File: config.mk
export PLATFORM = sky130hd
export DESIGN_NAME = sya_pe_vec_flat
export DESIGN_NICKNAME = d
export VERILOG_FILES = /design/src/rtl/sya_pkg.sv /design/src/rtl/sya_pe_vec_if.sv /design/src/rtl/sya_dot_lane.sv /design/src/rtl/sya_en_reg.sv /design/src/rtl/sya_pe_vec.sv /design/src/flat_wrapper.sv
export SDC_FILE = /design/constraint.sdc
export NUM_CORES = 1
export LEC_CHECK = 0
export ABC_AREA = 1
export ABC_CLOCK_PERIOD_IN_PS = 12600
export BUFFER_PORTS_ARGS = -buffer_cell sky130_fd_sc_hd__buf_4
export CAP_MARGIN = 15
export CORE_MARGIN = 4
export CORE_UTILIZATION = 35
export CTS_BUF_LIST = sky130_fd_sc_hd__clkbuf_8
export DETAILED_ROUTE_END_ITERATION = 6
export PLACE_DENSITY = 0.63
export SLEW_MARGIN = 30
export SYNTH_ARGS = -nofsm -noshare
export SYNTH_HDL_FRONTEND = slang
export SYNTH_SLANG_ARGS = --single-unit
File: constraint.sdc
create_clock -name clk -period 12.6 [get_ports clk]
set_input_delay 0.63 -clock clk [delete_from_list [all_inputs] [get_ports clk]]
set_output_delay 0.63 -clock clk [all_outputs]
set_load 0.01 [all_outputs]
File: src/rtl/sya_pkg.sv
// Shared definitions for the systolic-array processing elements: default widths,
// accumulator sizing and saturation constants.
package sya_pkg;

    localparam int unsigned ActWidthDef = 8;
    localparam int unsigned WgtWidthDef = 8;
    localparam int unsigned LaneDef     = 2;
    localparam int unsigned PsumGuard   = 10;

    localparam bit SatClamp = 1'b1;
    localparam bit SatWrap  = 1'b0;

    typedef enum logic [1:0] {
        OvfNone,
        OvfPos,
        OvfNeg
    } ovf_e;

    // Guard never drops below what one dot product needs, so a single-vector tile cannot wrap.
    function automatic int unsigned psum_width(int unsigned act, int unsigned wgt,
                                               int unsigned lane);
        int unsigned dot_guard;
        dot_guard = 2 + $clog2(lane);
        return act + wgt + ((dot_guard > PsumGuard) ? dot_guard : PsumGuard);
    endfunction

endpackage

File: src/rtl/sya_pe_vec_if.sv
// Operand stream, forwarded copies and result handshake of one vector PE.
interface sya_pe_vec_if #(
    parameter int unsigned ACT_WIDTH  = sya_pkg::ActWidthDef,
    parameter int unsigned WGT_WIDTH  = sya_pkg::WgtWidthDef,
    parameter int unsigned LANE       = sya_pkg::LaneDef,
    parameter int unsigned PSUM_WIDTH = sya_pkg::psum_width(ACT_WIDTH, WGT_WIDTH, LANE)
);
    logic                        in_rdy_left;
    logic                        signed_mode;
    logic                        in_vld_left;
    logic                        in_first_left;
    logic                        in_last_left;
    logic [LANE*ACT_WIDTH-1:0]   in_act_left;
    logic [LANE*WGT_WIDTH-1:0]   in_wgt_above;
    logic                        out_vld_right;
    logic                        out_first_right;
    logic                        out_last_right;
    logic [LANE*ACT_WIDTH-1:0]   out_act_right;
    logic [LANE*WGT_WIDTH-1:0]   out_wgt_below;
    logic [PSUM_WIDTH-1:0]       out_sum;
    logic                        out_sum_vld;
    logic                        out_sum_rdy;
    logic                        out_ovf;
    logic                        stall_req;

    modport master (
        output in_rdy_left, signed_mode, in_vld_left, in_first_left, in_last_left,
               in_act_left, in_wgt_above, out_sum_rdy,
        input  out_vld_right, out_first_right, out_last_right, out_act_right,
               out_wgt_below, out_sum, out_sum_vld, out_ovf, stall_req
    );

    modport slave (
        input  in_rdy_left, signed_mode, in_vld_left, in_first_left, in_last_left,
               in_act_left, in_wgt_above, out_sum_rdy,
        output out_vld_right, out_first_right, out_last_right, out_act_right,
               out_wgt_below, out_sum, out_sum_vld, out_ovf, stall_req
    );

endinterface

File: src/rtl/sya_dot_lane.sv
// Combinational LANE-wide dot product of packed activations and weights,
// signed or unsigned depending on signed_mode.
module sya_dot_lane import sya_pkg::*; #(
    parameter int unsigned ACT_WIDTH = ActWidthDef,
    parameter int unsigned WGT_WIDTH = WgtWidthDef,
    parameter int unsigned LANE      = LaneDef
) (
    input  logic                                            signed_mode,
    input  logic [LANE*ACT_WIDTH-1:0]                       act,
    input  logic [LANE*WGT_WIDTH-1:0]                       wgt,
    output logic [ACT_WIDTH+WGT_WIDTH+2+$clog2(LANE)-1:0]   dot
);

    localparam int unsigned ProdW = ACT_WIDTH + WGT_WIDTH + 2;
    localparam int unsigned DotW  = ProdW + $clog2(LANE);

    // One extra bit per element lets signed and unsigned share a single signed multiplier.
    always_comb begin
        logic signed [ACT_WIDTH:0] a_x;
        logic signed [WGT_WIDTH:0] w_x;
        logic signed [ProdW-1:0]   prod;
        logic signed [DotW-1:0]    sum;
        a_x  = '0;
        w_x  = '0;
        prod = '0;
        sum  = '0;
        for (int i = 0; i < LANE; i++) begin
            a_x  = {signed_mode & act[i*ACT_WIDTH+ACT_WIDTH-1], act[i*ACT_WIDTH +: ACT_WIDTH]};
            w_x  = {signed_mode & wgt[i*WGT_WIDTH+WGT_WIDTH-1], wgt[i*WGT_WIDTH +: WGT_WIDTH]};
            prod = a_x * w_x;
            sum  = sum + DotW'(prod);
        end
        dot = sum;
    end

endmodule

File: src/rtl/sya_en_reg.sv
// Enable register with asynchronous active-low clear.
module sya_en_reg #(
    parameter int unsigned Width = 1
) (
    input  logic             clk,
    input  logic             rst_n,
    input  logic             en,
    input  logic [Width-1:0] d,
    output logic [Width-1:0] q
);

    always_ff @(posedge clk or negedge rst_n) begin
        if (!rst_n) begin
            q <= '0;
        end else if (en) begin
            q <= d;
        end
    end

endmodule

File: src/rtl/sya_pe_vec.sv
// Vector systolic PE: forwards operands right/down, accumulates a saturating dot-product
// partial sum, and hands finished tile sums out through a valid/ready holding register.
module sya_pe_vec import sya_pkg::*; #(
    parameter int unsigned ACT_WIDTH  = ActWidthDef,
    parameter int unsigned WGT_WIDTH  = WgtWidthDef,
    parameter int unsigned LANE       = LaneDef,
    parameter int unsigned PSUM_WIDTH = psum_width(ACT_WIDTH, WGT_WIDTH, LANE),
    parameter bit          SAT_EN     = SatClamp
) (
    input logic         clk,
    input logic         rst_n,
    sya_pe_vec_if.slave pe
);

    localparam int unsigned ActW = LANE * ACT_WIDTH;
    localparam int unsigned WgtW = LANE * WGT_WIDTH;
    localparam int unsigned StW  = 3 + ActW + WgtW;
    localparam int unsigned DotW = ACT_WIDTH + WGT_WIDTH + 2 + $clog2(LANE);
    localparam int unsigned SumW = PSUM_WIDTH + 1;

    localparam logic [PSUM_WIDTH-1:0] SMax = {1'b0, {(PSUM_WIDTH-1){1'b1}}};
    localparam logic [PSUM_WIDTH-1:0] SMin = {1'b1, {(PSUM_WIDTH-1){1'b0}}};

    logic [StW-1:0]        stage_q;
    logic                  vld_q, first_q, last_q;
    logic [ActW-1:0]       act_q;
    logic [WgtW-1:0]       wgt_q;
    logic [DotW-1:0]       dot;
    logic [SumW-1:0]       dot_x, base_x, sum_x;
    ovf_e                  ovf_kind;
    logic [PSUM_WIDTH-1:0] acc_q, acc_d;
    logic                  ovf_acc_q, ovf_acc_d;
    logic [PSUM_WIDTH-1:0] out_sum_q;
    logic                  out_ovf_q, out_sum_vld_q;
    logic                  stall, acc_en, commit, xfer;

    sya_en_reg #(
        .Width(StW)
    ) u_stage1 (
        .clk  (clk),
        .rst_n(rst_n),
        .en   (pe.in_rdy_left),
        .d    ({pe.in_vld_left, pe.in_first_left, pe.in_last_left, pe.in_act_left,
                pe.in_wgt_above}),
        .q    (stage_q)
    );

    assign {vld_q, first_q, last_q, act_q, wgt_q} = stage_q;

    sya_dot_lane #(
        .ACT_WIDTH(ACT_WIDTH),
        .WGT_WIDTH(WGT_WIDTH),
        .LANE     (LANE)
    ) u_dot (
        .signed_mode(pe.signed_mode),
        .act        (act_q),
        .wgt        (wgt_q),
        .dot        (dot)
    );

    // A pending unread result plus a last vector in stage 1 would overwrite out_sum.
    assign stall  = out_sum_vld_q & ~pe.out_sum_rdy & vld_q & last_q;
    assign acc_en = pe.in_rdy_left & vld_q & ~stall;
    assign commit = acc_en & last_q;
    assign xfer   = out_sum_vld_q & pe.out_sum_rdy;

    always_comb begin
        if (pe.signed_mode) begin
            dot_x = SumW'($signed(dot));
        end else begin
            dot_x = SumW'(dot);
        end
        base_x = first_q ? '0 : {pe.signed_mode & acc_q[PSUM_WIDTH-1], acc_q};
        sum_x  = base_x + dot_x;

        ovf_kind = OvfNone;
        if (pe.signed_mode) begin
            if (sum_x[PSUM_WIDTH] != sum_x[PSUM_WIDTH-1]) begin
                ovf_kind = sum_x[PSUM_WIDTH] ? OvfNeg : OvfPos;
            end
        end else if (sum_x[PSUM_WIDTH]) begin
            ovf_kind = OvfPos;
        end

        acc_d = sum_x[PSUM_WIDTH-1:0];
        if (SAT_EN == SatClamp) begin
            unique case (ovf_kind)
                OvfPos:  acc_d = pe.signed_mode ? SMax : '1;
                OvfNeg:  acc_d = SMin;
                default: acc_d = sum_x[PSUM_WIDTH-1:0];
            endcase
        end
        ovf_acc_d = (first_q ? 1'b0 : ovf_acc_q) | (ovf_kind != OvfNone);
    end

    always_ff @(posedge clk or negedge rst_n) begin
        if (!rst_n) begin
            acc_q         <= '0;
            ovf_acc_q     <= 1'b0;
            out_sum_q     <= '0;
            out_ovf_q     <= 1'b0;
            out_sum_vld_q <= 1'b0;
        end else begin
            if (acc_en) begin
                acc_q     <= acc_d;
                ovf_acc_q <= ovf_acc_d;
            end
            if (commit) begin
                out_sum_q <= acc_d;
                out_ovf_q <= ovf_acc_d;
            end
            if (commit) begin
                out_sum_vld_q <= 1'b1;
            end else if (xfer) begin
                out_sum_vld_q <= 1'b0;
            end
        end
    end

    assign pe.out_vld_right   = vld_q;
    assign pe.out_first_right = first_q;
    assign pe.out_last_right  = last_q;
    assign pe.out_act_right   = act_q;
    assign pe.out_wgt_below   = wgt_q;
    assign pe.out_sum         = out_sum_q;
    assign pe.out_sum_vld     = out_sum_vld_q;
    assign pe.out_ovf         = out_ovf_q;
    assign pe.stall_req       = stall;

endmodule

File: src/flat_wrapper.sv
// flat-port wrapper written by rule: the top's interface ports become plain ports
module sya_pe_vec_flat import sya_pkg::*;
#(
    parameter int unsigned ACT_WIDTH  = ActWidthDef,
    parameter int unsigned WGT_WIDTH  = WgtWidthDef,
    parameter int unsigned LANE       = LaneDef,
    parameter int unsigned PSUM_WIDTH = psum_width(ACT_WIDTH, WGT_WIDTH, LANE),
    parameter bit          SAT_EN     = SatClamp
)
  (clk, rst_n, pe_in_rdy_left, pe_signed_mode, pe_in_vld_left, pe_in_first_left, pe_in_last_left, pe_in_act_left, pe_in_wgt_above, pe_out_sum_rdy, pe_out_vld_right, pe_out_first_right, pe_out_last_right, pe_out_act_right, pe_out_wgt_below, pe_out_sum, pe_out_sum_vld, pe_out_ovf, pe_stall_req);
  sya_pe_vec_if #(.ACT_WIDTH(ACT_WIDTH), .WGT_WIDTH(WGT_WIDTH), .LANE(LANE), .PSUM_WIDTH(PSUM_WIDTH)) pe_i ();
  input logic clk;
  input logic rst_n;
  input wire logic [$bits(pe_i.in_rdy_left)-1:0] pe_in_rdy_left;
  input wire logic [$bits(pe_i.signed_mode)-1:0] pe_signed_mode;
  input wire logic [$bits(pe_i.in_vld_left)-1:0] pe_in_vld_left;
  input wire logic [$bits(pe_i.in_first_left)-1:0] pe_in_first_left;
  input wire logic [$bits(pe_i.in_last_left)-1:0] pe_in_last_left;
  input wire logic [$bits(pe_i.in_act_left)-1:0] pe_in_act_left;
  input wire logic [$bits(pe_i.in_wgt_above)-1:0] pe_in_wgt_above;
  input wire logic [$bits(pe_i.out_sum_rdy)-1:0] pe_out_sum_rdy;
  output wire logic [$bits(pe_i.out_vld_right)-1:0] pe_out_vld_right;
  output wire logic [$bits(pe_i.out_first_right)-1:0] pe_out_first_right;
  output wire logic [$bits(pe_i.out_last_right)-1:0] pe_out_last_right;
  output wire logic [$bits(pe_i.out_act_right)-1:0] pe_out_act_right;
  output wire logic [$bits(pe_i.out_wgt_below)-1:0] pe_out_wgt_below;
  output wire logic [$bits(pe_i.out_sum)-1:0] pe_out_sum;
  output wire logic [$bits(pe_i.out_sum_vld)-1:0] pe_out_sum_vld;
  output wire logic [$bits(pe_i.out_ovf)-1:0] pe_out_ovf;
  output wire logic [$bits(pe_i.stall_req)-1:0] pe_stall_req;
  assign pe_i.in_rdy_left = pe_in_rdy_left;
  assign pe_i.signed_mode = pe_signed_mode;
  assign pe_i.in_vld_left = pe_in_vld_left;
  assign pe_i.in_first_left = pe_in_first_left;
  assign pe_i.in_last_left = pe_in_last_left;
  assign pe_i.in_act_left = pe_in_act_left;
  assign pe_i.in_wgt_above = pe_in_wgt_above;
  assign pe_i.out_sum_rdy = pe_out_sum_rdy;
  assign pe_out_vld_right = pe_i.out_vld_right;
  assign pe_out_first_right = pe_i.out_first_right;
  assign pe_out_last_right = pe_i.out_last_right;
  assign pe_out_act_right = pe_i.out_act_right;
  assign pe_out_wgt_below = pe_i.out_wgt_below;
  assign pe_out_sum = pe_i.out_sum;
  assign pe_out_sum_vld = pe_i.out_sum_vld;
  assign pe_out_ovf = pe_i.out_ovf;
  assign pe_stall_req = pe_i.stall_req;
  sya_pe_vec #(.ACT_WIDTH(ACT_WIDTH), .WGT_WIDTH(WGT_WIDTH), .LANE(LANE), .PSUM_WIDTH(PSUM_WIDTH), .SAT_EN(SAT_EN)) u_core (.clk(clk), .rst_n(rst_n), .pe(pe_i));
endmodule
# After elaboration in Yosys (flattened, before gate mapping)
# Index checks and enable logic that the tools add are counted.
# totals
regBits,90
in_bits,40
elab_cells,41
# classes
n_addsub,2
n_mul,2
eq_ne,3
mux,11
bitwise,15
n_reduce_logical,2
# op_table
operator,count
$mux 27,2
$pmux 26 s2,1
$mul 9x9->18,2
$add 27x27->27,1
$mux 26,1
$add 18x18->19,1
$and 1x1->1,12
$mux 2,3
$mux 1,4
$reduce_bool 2->1,2
$eq 2x1->1 const B,1
$eq 2x2->1 const B,1
$not 1->1,2
$ne 1x1->1,1
$or 1x1->1,1

# Depth between registers and ports, before layout
# Gate-level depths: netlist of the first run.
# logic_depth
ltp_word,10
mapped_depth,53
mapped_depth_nobuf,51

# Cells and area by module
# From an unflattened synthesis of the first run, not the netlist that was laid out.
# hier_totals
cells_unflattened,1842
hier_area_um2,13231.4
# by_module_without_submodules
mod,n_inst,cells_each,area_per_inst_um2,seq_area_each_um2
sya_dot_lane,1,906,7081.8,0.0
sya_pe_vec,1,788,4767.1,1376.3
sya_en_reg,1,148,1382.6,875.8

# Worst setup path after synthesis of the first run
# OpenSTA, ideal clock, no wires.
# synth_path
path_kind,input to register
from,input port pe_signed_mode
to,register u_core.acc_q[5]
setup_ns,0.120
arrival_time_ns,9.057
t_required_ns,12.480
setup_slack_ns,3.423
cell_stages,47
n_path_buf,2
path_cell_list,clkbuf_1 -> nand2_1 -> nor2_1 -> fa_1 -> fa_1 -> fa_1 -> inv_1 -> fa_1 -> inv_1 -> fa_1 -> fa_1 -> inv_1 -> fa_1 -> inv_1 -> ha_1 -> nand4_1 -> o21ai_0 -> a21o_1 -> (+11 left out) -> nand4_1 -> nand3_1 -> nand2_1 -> inv_1 -> nand3_1 -> nand2_1 -> nand2_2 -> nand2_1 -> xor2_1 -> inv_1 -> ha_1 -> nand2_1 -> nand2_8 -> buf_12 -> nand2_1 -> nand2_1 -> nand2_1 -> o21ai_2
# synth_via
elab_chain_len,10
# synth_lines
item,line,source
from (decl),flat_wrapper.sv:15,input wire logic [$bits(pe_i.signed_mode)-1:0] pe_signed_mode;
"$and 1x1->1, on equally long branches","sya_dot_lane.sv:28, sya_dot_lane.sv:29",
$mul 9x9->18,sya_dot_lane.sv:30,prod = a_x * w_x;
$add 18x18->19,sya_dot_lane.sv:31,sum = sum + DotW'(prod);
$mux 27,sya_pe_vec.sv:68,if (pe.signed_mode) begin
$add 27x27->27,sya_pe_vec.sv:74,sum_x = base_x + dot_x;
$mux 2 / $ne 1x1->1 (equally long branches),"sya_pe_vec.sv:79, sya_pe_vec.sv:78",
$mux 2,sya_pe_vec.sv:78,if (sum_x[PSUM_WIDTH] != sum_x[PSUM_WIDTH-1]) begin
$mux 2 *,sya_pe_vec.sv:77,if (pe.signed_mode) begin
$eq 2x2->1 / $eq 2x1->1 (equally long branches),sya_pe_vec.sv:87,unique case (ovf_kind)
$pmux 26 s2 *,sya_pe_vec.sv:87,
to (signal assigned),sya_pe_vec.sv:98,acc_q <= '0;
to (signal assigned),sya_pe_vec.sv:105,acc_q <= acc_d;
to (decl),sya_pe_vec.sv:31,"logic [PSUM_WIDTH-1:0] acc_q, acc_d;"
# Every way passes the cells marked *; elsewhere a longest branch is shown, timed or not.
# A chain may end at the register's enable or synchronous reset.

# Final worst setup path of the first run
# layout_path
from,register u_core.u_stage1.q[23]
to,register u_core.acc_q[16]
# layout_via
elab_chain_len,10
# layout_lines
item,line,source
from (decl),sya_en_reg.sv:9,output logic [Width-1:0] q
from (signal assigned),sya_en_reg.sv:14,q <= '0;
from (signal assigned),sya_en_reg.sv:16,q <= d;
$and 1x1->1,sya_dot_lane.sv:28,"a_x = {signed_mode & act[i*ACT_WIDTH+ACT_WIDTH-1], act[i*ACT_WIDTH +: ACT_WIDTH]};"
$mul 9x9->18 *,sya_dot_lane.sv:30,
$add 18x18->19 *,sya_dot_lane.sv:31,
$mux 27 *,sya_pe_vec.sv:68,
$add 27x27->27 *,sya_pe_vec.sv:74,
$mux 2 / $ne 1x1->1 (equally long branches),"sya_pe_vec.sv:79, sya_pe_vec.sv:78",
$mux 2,sya_pe_vec.sv:78,
$mux 2,sya_pe_vec.sv:77,
$eq 2x2->1 / $eq 2x1->1 (equally long branches),sya_pe_vec.sv:87,
$pmux 26 s2 *,sya_pe_vec.sv:87,
# Marks and branches as above.

==> flow_summary.json, run 1 <==
{
  "status": "complete, no violations",
  "diodes": 0,
  "syn_nets": 1887,
  "cpMostUsedCell": "nand2_1",
  "drv_cap": 0,
  "worst_pin_slew_ns": 0.836,
  "antenna_found_initial": 0,
  "slew_viol_final": 0,
  "io_pins": 104,
  "synth_warnings": 0,
  "finClkSkew_ns": 0.0281,
  "final.setup.tns_ns": 0,
  "worst-path-buf-inv": 6,
  "cts-hold-fix-buffers": 0,
  "finalCritPeriodShare_pct": 79.0,
  "crit_family": "adder cells",
  "synth_cell_types": 39,
  "setup_viol": 0,
  "grt_max_degree": 66,
  "crit_slowest_cell": "dfrtp_1",
  "layout-drive-gt1-share_pct": 10.2,
  "r2r_slack_ns": 2.64,
  "yosys.area.top_type": "fa_1",
  "die_y_um": 195,
  "hold_viol": 0,
  "wl_per_cell_um": 14.3,
  "dr.first_iter.drc_count": 543,
  "overflow": 0,
  "max_slew_margin_pct": 43.9,
  "drc": 0,
  "cts_root_buf": "clkbuf_8",
  "clock_sinks": 90,
  "rows": 68,
  "ys_async_sr_fraction_pct": 100,
  "wirelength_mm": 29.9,
  "rsz0062_at_grt": "no",
  "ys_top_cells_by_count": "nand2_1 (461), inv_1 (387), fa_1 (173)",
  "grt_pass1_vias": 10186,
  "clk_pin_slew_worst_paths_ns": 0.12,
  "portBuffers": 103,
  "gp_congestion": 0.878,
  "syn_inst": 1570,
  "yosys.cell_count.top_type": "nand2_1",
  "hold_class": "input pin to async pin",
  "layout.nets": 1945,
  "coreArea_um2": 34500,
  "required_ns": 12.86,
  "slowest_delay_ns": 0.67,
  "ff2ff_path_depth": 45,
  "utilization_pct": 39.2,
  "cts_buffer_depth": 2,
  "worst_r2r_endpoint": "u_core.acc_q[16]$_DFFE_PN0P_",
  "die_x_um": 195,
  "cts_buffers": 9,
  "stdcell_area_um2": 13500,
  "cts-resized-gates": 0,
  "area_delta_synth_final_pct": 10.7,
  "firstDrtPassIters": 4,
  "synth_edf_count": 0,
  "cp-end-kind": "flop",
  "clkLatencyLatePin_ns": 0.42,
  "ys_top_cells_by_area": "fa_1 (28%), dfrtp_1 (18%), nand2_1 (14%), inv_1 (12%), ha_1 (11%)",
  "nFillCells": 3584,
  "finalCriticalPeriod_ns": 9.96,
  "crit_type": "flop to flop",
  "grt_use_total_pct": 16.4,
  "grt_first_pass_wirelength_mm": 50.9,
  "syn_avg_cell_area_um2": 7.77,
  "path_max_fanout": 27,
  "dpl_cell_area_um2": 13300,
  "postRouteAntennaNets": 0,
  "routed_via_density": 4.64,
  "worstSetupStartpointType": "flop",
  "ys_seq_area_share_pct": 18.5,
  "synth_top_area_share_pct": 28.4,
  "floorplan.initialDensity_pct": 35.4,
  "ys_ff_latch": 90,
  "syn_area_um2": 12200,
  "cts_tree": "built",
  "max_freq_mhz": 100,
  "place_hpwl_mm": 24.4,
  "cts_htree_levels": 3,
  "vias": 9689,
  "crit_arrival_ns": 10.22,
  "synthFlopType": "dfrtp_1",
  "post_cts_buffers": 0,
  "reg2reg_from": "u_core.u_stage1.q[23]$_DFFE_PN0P_",
  "die_area_um2": 37900
}
## layout by cell type (no fill, tap or decap), types with 2 or more instances in the layout
master | netlist | routed
inv_1 | 387 | 388
nand2_2 | 20 | 21
xnor2_1 | 13 | 13
nand4_1 | 9 | 9
xor2_1 | 23 | 23
nand3_2 | 8 | 8
nor2_1 | 65 | 65
inv_6 | 0 | 3
o21ai_0 | 51 | 51
buf_4 | 1 | 105
a31oi_1 | 5 | 5
nand3b_1 | 2 | 2
a211oi_1 | 2 | 2
clkbuf_8 | 0 | 9
nand3_4 | 2 | 2
nand2_1 | 461 | 460
nor4_1 | 4 | 4
a21oi_1 | 35 | 35
dfrtp_1 | 90 | 90
o21bai_1 | 4 | 4
or2_2 | 2 | 2
inv_2 | 2 | 2
fa_1 | 173 | 173
nor3_1 | 4 | 3
o21ai_1 | 8 | 8
o21ai_2 | 7 | 7
ha_1 | 104 | 104
a21o_1 | 2 | 2
nand3_1 | 21 | 21
## how the worst max path moves through the flow
stage,cells past startpoint,slack (ns),from,endpoint
after global placement,46,2.90,pe_signed_mode,u_core.pe.out_sum[2]$_DFFE_PN0P_
after detailed placement,46,2.64,pe_signed_mode,u_core.acc_q[11]$_DFFE_PN0P_
after CTS,45,2.64,u_core.u_stage1.q[23]$_DFFE_PN0P_,u_core.acc_q[16]$_DFFE_PN0P_
after floorplan,47,3.42,pe_signed_mode,u_core.acc_q[5]$_DFFE_PN0P_
after global routing,46,1.84,u_core.u_stage1.q[23]$_DFFE_PN0P_,u_core.acc_q[16]$_DFFE_PN0P_
final,45,2.64,u_core.u_stage1.q[23]$_DFFE_PN0P_,u_core.acc_q[16]$_DFFE_PN0P_
## worst reg2reg max path, delay by kind of cell (launching register included)
kind	cells	cell delay, ns
adders and majority gates	10	4.51
and+or+nand+nor	21	3.03
AOI/OAI and AO/OA	6	0.95
DFF	1	0.67
buffers and inverters	6	0.33
xor gates and xnor gates	2	0.33
## layer usage
layer / up-vias / GRT usage (%) / wire [um]
met1: 4778 / 22.0 / 13100
li1: 4703 / - / -
met3: 39 / 2.53 / 1380
met5: - / 0 / 0
met4: 0 / 5.38 / 742
met2: 169 / 27.5 / 14600
## cells by family (layout without fill, tap and decap cells)
| group | Yosys count | count (layout) | share of synthesized area [%] |
|---|---|---|---|
| AOI/OAI and AO/OA | 117 | 117 | 5.30 |
| buffers and inverters | 449 | 512 | 14.3 |
| xor gates and xnor gates | 36 | 36 | 2.58 |
| and+or+nand+nor | 601 | 601 | 20.4 |
| adders and majority gates | 277 | 277 | 39.0 |
| DFF | 90 | 90 | 18.5 |
## registers in the layout, summed over array words and instances (netlist names)
name	cells
u_core.acc_q	26
u_core.pe.out_sum	26
u_core.u_stage1.q	35
u_core.ovf_acc_q	1
u_core.pe.out_ovf	1
u_core.pe.out_sum_vld	1
## through the flow
step	hold slack (ns)	worst slack (ns)	instances
floorplan	0.334	3.42	1570
global placement	0.465	2.90	2072
detailed placement	0.469	2.64	2072
CTS	0.0949	2.64	2088
global route	0.114	1.84	2088
finish	0.113	2.64	2088
## cell type report
class                   instances  area (um^2)  area share, %
flip-flops and latches         90         2250           16.7
inverters                     390         1460           10.8
repair buffers                106          800           5.92
well taps                     455          569           4.22
clock buffers                   9          124          0.917
multi-input cells            1031         8220           60.9
clock inverters                 7         76.3          0.565
Power of run 1 is not shown: default switching activity piles up to over one toggle a cycle in this logic, so the estimate is an artifact.
==> inputs of run 2 (changes only) <==
ABC_CLOCK_PERIOD_IN_PS = 9100   (was 12600)
PLACE_DENSITY = 0.64   (was 0.63)
clock period = 9.1 ns   (was 12.6 ns; I/O delays follow)
==> flow_summary.json, run 2 (same netlist as run 1, synthesis figures left out) <==
{
  "startpoint": "u_core.u_stage1.q[23]$_DFFE_PN0P_",
  "status": "complete, no violations",
  "grt_use_total_pct": 17.0,
  "drv_cap": 0,
  "reg2reg_from": "u_core.u_stage1.q[23]$_DFFE_PN0P_",
  "crit_type": "flop to flop",
  "setup_viol": 0,
  "wirelength_mm": 32.4,
  "postRouteAntennaNets": 0,
  "clkLatencyLatePin_ns": 0.43,
  "max_slew_margin_pct": 41.2,
  "dr.first_iter.drc_count": 525,
  "layout_commonest_cell": "nand2_1",
  "area_delta_synth_final_pct": 16.9,
  "firstDrtPassIters": 5,
  "vias": 9938,
  "largest-register": "u_core.u_stage1.q",
  "portBuffers": 103,
  "hold_viol": 0,
  "final.setup.tns_ns": 0,
  "cp-end-kind": "flop",
  "cts_root_buf": "clkbuf_8",
  "io_pins": 104,
  "antenna_found_initial": 1,
  "layout.nets": 2007,
  "dp_worst_setup_slack_ns": -0.364,
  "die_y_um": 195,
  "clk_pin_slew_worst_paths_ns": 0.13,
  "drc": 0,
  "fin_ws_ns": 0.488,
  "finalCritPeriodShare_pct": 94.6,
  "cts_buffer_depth": 2,
  "rows": 68,
  "path_max_fanout": 6,
  "overflow": 0,
  "die_area_um2": 37900,
  "ff2ff_path_depth": 47,
  "grt_first_pass_wirelength_mm": 51.7,
  "wl_per_cell_um": 15.1,
  "finClkSkew_ns": 0.0310,
  "gp_congestion": 0.921,
  "cts_buffers": 9,
  "worstSetupStartpointType": "flop",
  "crit_arrival_ns": 8.95,
  "place_hpwl_mm": 26.0,
  "grt_pass1_vias": 10056,
  "grt_max_degree": 57,
  "largest_reg_flops": 35,
  "cts_htree_levels": 3,
  "hold_class": "input pin to async pin",
  "clock_sinks": 90,
  "crit_slowest_cell": "fa_1",
  "final_cell_mix": "nand2_1 (447), inv_1 (382), fa_1 (169), buf_4 (162), ha_1 (98)",
  "max_freq_mhz": 116,
  "worst_pin_slew_ns": 0.877,
  "cts_tree": "built",
  "slowest_delay_ns": 0.51,
  "slew_viol_final": 0,
  "coreArea_um2": 34500,
  "diodes": 0,
  "routed_via_density": 4.62,
  "required_ns": 9.44,
  "die_x_um": 195,
  "floorplan.initialDensity_pct": 35.4,
  "layout-drive-gt1-share_pct": 16.9,
  "finalCriticalPeriod_ns": 8.61
}
-- run 2: repair_timing --
action,in CTS,in global routing
pin swaps,0,25
setup endpoints to repair,54,54
setup buffers,0,10
gates cloned,0,4
gates resized for setup,7,66
hold buffers,0,0
-- run 2: through the flow --
| step | cells | area (um^2) | util (%) | hold WS, ns |
|---|---|---|---|---|
| floorplan | 1570 | 12200 | - | 0.159 |
| global placement | 2120 | 13700 | 39.7 | 0.468 |
| detailed placement | 2120 | 13700 | 39.7 | 0.469 |
| CTS | 2136 | 13900 | 40.4 | 0.00663 |
| global route | 2150 | 14300 | 41.4 | 0.0360 |
| finish | 2150 | 14300 | 41.4 | 0.0126 |
-- run 2: cell type report --
cell class,instances,area (um^2)
Clock inverter,7,92.6
Fill cell,3471,20200
Sequential cell,90,2270
Clock buffer,9,124
Timing Repair Buffer,164,1250
Tap cell,455,569
Inverter,390,1460
Multi-Input combinational cell,1035,8510
-- run 2: final timing paths --
kind	to	slack (ns)
setup / recovery	u_core.acc_q[9]$_DFFE_PN0P_	0.49
hold / removal	u_core.u_stage1.q[34]$_DFFE_PN0P_	0.01
setup reg to reg	u_core.acc_q[9]$_DFFE_PN0P_	0.49
hold reg to reg	u_core.pe.out_sum[0]$_DFFE_PN0P_	0.49
max in group asynchronous	u_core.u_stage1.q[21]$_DFFE_PN0P_	7.89
min in group clk	u_core.pe.out_sum_vld$_DFFE_PN0P_	0.22
-- run 2: layer usage --
layer | up-vias | track usage, % | wire length [um]
li1 | 4833 | - | -
met1 | 4851 | 23.5 | 14400
met2 | 223 | 27.8 | 15700
met3 | 31 | 2.74 | 1740
met4 | 0 | 4.42 | 639
met5 | - | 0 | 0
-- run 2: critical path, delay by kind of cell, from the launching register on --
family / cells / cell delay [ns]
adder cells (fa/ha/maj): 10 / 4.22
AND/OR/NAND/NOR: 23 / 2.59
buffers and inverters: 9 / 0.60
flip-flops: 1 / 0.47
AO/OA/AOI/OAI: 4 / 0.45
XOR/XNOR: 1 / 0.16
Power of run 2 is left out for the same reason.
==> inputs of run 3 (changes only) <==
CORE_UTILIZATION = 55   (was 35)
PLACE_DENSITY = 0.88   (was 0.64)
==> flow_summary.json, run 3 (same netlist as run 1, synthesis figures left out) <==
{
  "status": "finished with violations",
  "failed_checks": "DRC",
  "io_pins": 104,
  "crit_family": "adder cells",
  "clk_pin_slew_worst_paths_ns": 0.11,
  "worst-path-buf-inv": 10,
  "crit_slowest_cell": "fa_1",
  "layout-drive-gt1-share_pct": 17.1,
  "hold_viol": 0,
  "overflow": 0,
  "route.met3.wl_mm": 2.63,
  "grt_first_pass_wirelength_mm": 50.8,
  "required_ns": 9.37,
  "wl_met2_mm": 16.0,
  "crit_type": "flop to flop",
  "grt_pass1_vias": 10826,
  "clock_sinks": 90,
  "grt_max_degree": 60,
  "antenna_found_initial": 0,
  "cts_tree": "built",
  "reg2reg_from": "u_core.u_stage1.q[0]$_DFFE_PN0P_",
  "wirelength_mm": 32.1,
  "rows": 54,
  "drv_cap": 0,
  "postRouteAntennaNets": 0,
  "final_cell_mix": "nand2_1 (448), inv_1 (385), fa_1 (167), buf_4 (160), ha_1 (97)",
  "startpoint": "u_core.u_stage1.q[0]$_DFFE_PN0P_",
  "diodes": 0,
  "wl_per_cell_um": 16.2,
  "wl_met1_mm": 12.1,
  "coreArea_um2": 21800,
  "floorplan.initialDensity_pct": 55.9,
  "layout_commonest_cell": "nand2_1",
  "max_freq_mhz": 115,
  "die_x_um": 157,
  "max_slew_margin_pct": 39.5,
  "clkLatencyLatePin_ns": 0.40,
  "top_layer_used": "met4",
  "nFillCells": 1733,
  "setup_viol": 0,
  "finClkSkew_ns": 0.0180,
  "routed_via_density": 5.29,
  "finalCriticalPeriod_ns": 8.71,
  "worst_pin_slew_ns": 0.901,
  "hold_class": "input pin to async pin",
  "dr.first_iter.drc_count": 926,
  "firstDrtPassIters": 7,
  "place_hpwl_mm": 24.2,
  "die_y_um": 157,
  "cts_buffer_depth": 2,
  "crit_arrival_ns": 8.98,
  "cts_root_buf": "clkbuf_8",
  "die_area_um2": 24600,
  "largest_reg_flops": 35,
  "timing.hold.ws_ns": 0.0340,
  "path_max_fanout": 6,
  "worstSetupStartpointType": "flop",
  "drc": 1,
  "slew_viol_final": 0,
  "vias": 10451,
  "portBuffers": 103,
  "area_delta_synth_final_pct": 15.1,
  "largest-register": "u_core.u_stage1.q",
  "cts_buffers": 9,
  "grt_use_total_pct": 25.7,
  "cts_htree_levels": 3,
  "gp_congestion": 0.909,
  "cp-end-kind": "flop",
  "slowest_delay_ns": 0.56,
  "finalCritPeriodShare_pct": 95.7,
  "layout.nets": 2006
}
[run 3: cell types whose count changed in the layout (fill, tap and decap cells not counted), sizes merged]
cell / delta
nand2: +2
inv: +1
clkinv: -1
buf: -3
[run 3: cell type report]
cell class / instances / area (um^2) / share of cell area (%)
Multi-Input combinational cell: 1037 / 8530 / 60.7
Sequential cell: 90 / 2270 / 16.2
Inverter: 390 / 1460 / 10.4
Timing Repair Buffer: 161 / 1210 / 8.63
Tap cell: 280 / 350 / 2.49
Clock buffer: 9 / 124 / 0.882
Clock inverter: 7 / 90.1 / 0.641
[run 3: through the flow]
stage               cell area (um^2)  setup WS (ns)  utilization [%]  cells  TNS [ns]
finish                         14000          0.393             64.4   1974         0
CTS                            13600        0.00872             62.4   1953         0
global route                   14000         -0.129             64.4   1974     -4.65
detailed placement             13400         -0.217             61.3   1937     -9.71
floorplan                      12200         0.0983                -   1570         0
global placement               13400        -0.0252             61.3   1937    -0.249
[run 3: worst paths after layout]
path / to / cells past startpoint / slack [ns]
worst min-delay path: u_core.u_stage1.q[9]$_DFFE_PN0P_ / 1 / 0.03
worst max register to register: u_core.ovf_acc_q$_DFFE_PN0P_ / 48 / 0.39
worst min register to register: u_core.pe.out_sum[1]$_DFFE_PN0P_ / 2 / 0.49
max in group asynchronous: u_core.u_stage1.q[20]$_DFFE_PN0P_ / 2 / 7.89
min in group clk: u_core.pe.out_sum_vld$_DFFE_PN0P_ / 2 / 0.24
worst max-delay path: u_core.ovf_acc_q$_DFFE_PN0P_ / 48 / 0.39
[run 3: repair_timing]
action | 4_1_cts | 5_1_grt
gates cloned | 0 | 6
gates resized for setup | 6 | 69
endpoints found under the setup margin | 54 | 54
setup buffers | 0 | 15
hold buffers | 0 | 0
pin swaps | 0 | 24
[run 3: metal layers]
metal  track usage, %  vias to the layer above
li1                 -                     4834
met1             32.2                     5028
met2             44.6                      467
met3             4.81                      122
met4             9.46                        0
met5                0                        -
Power of run 3 is left out for the same reason.
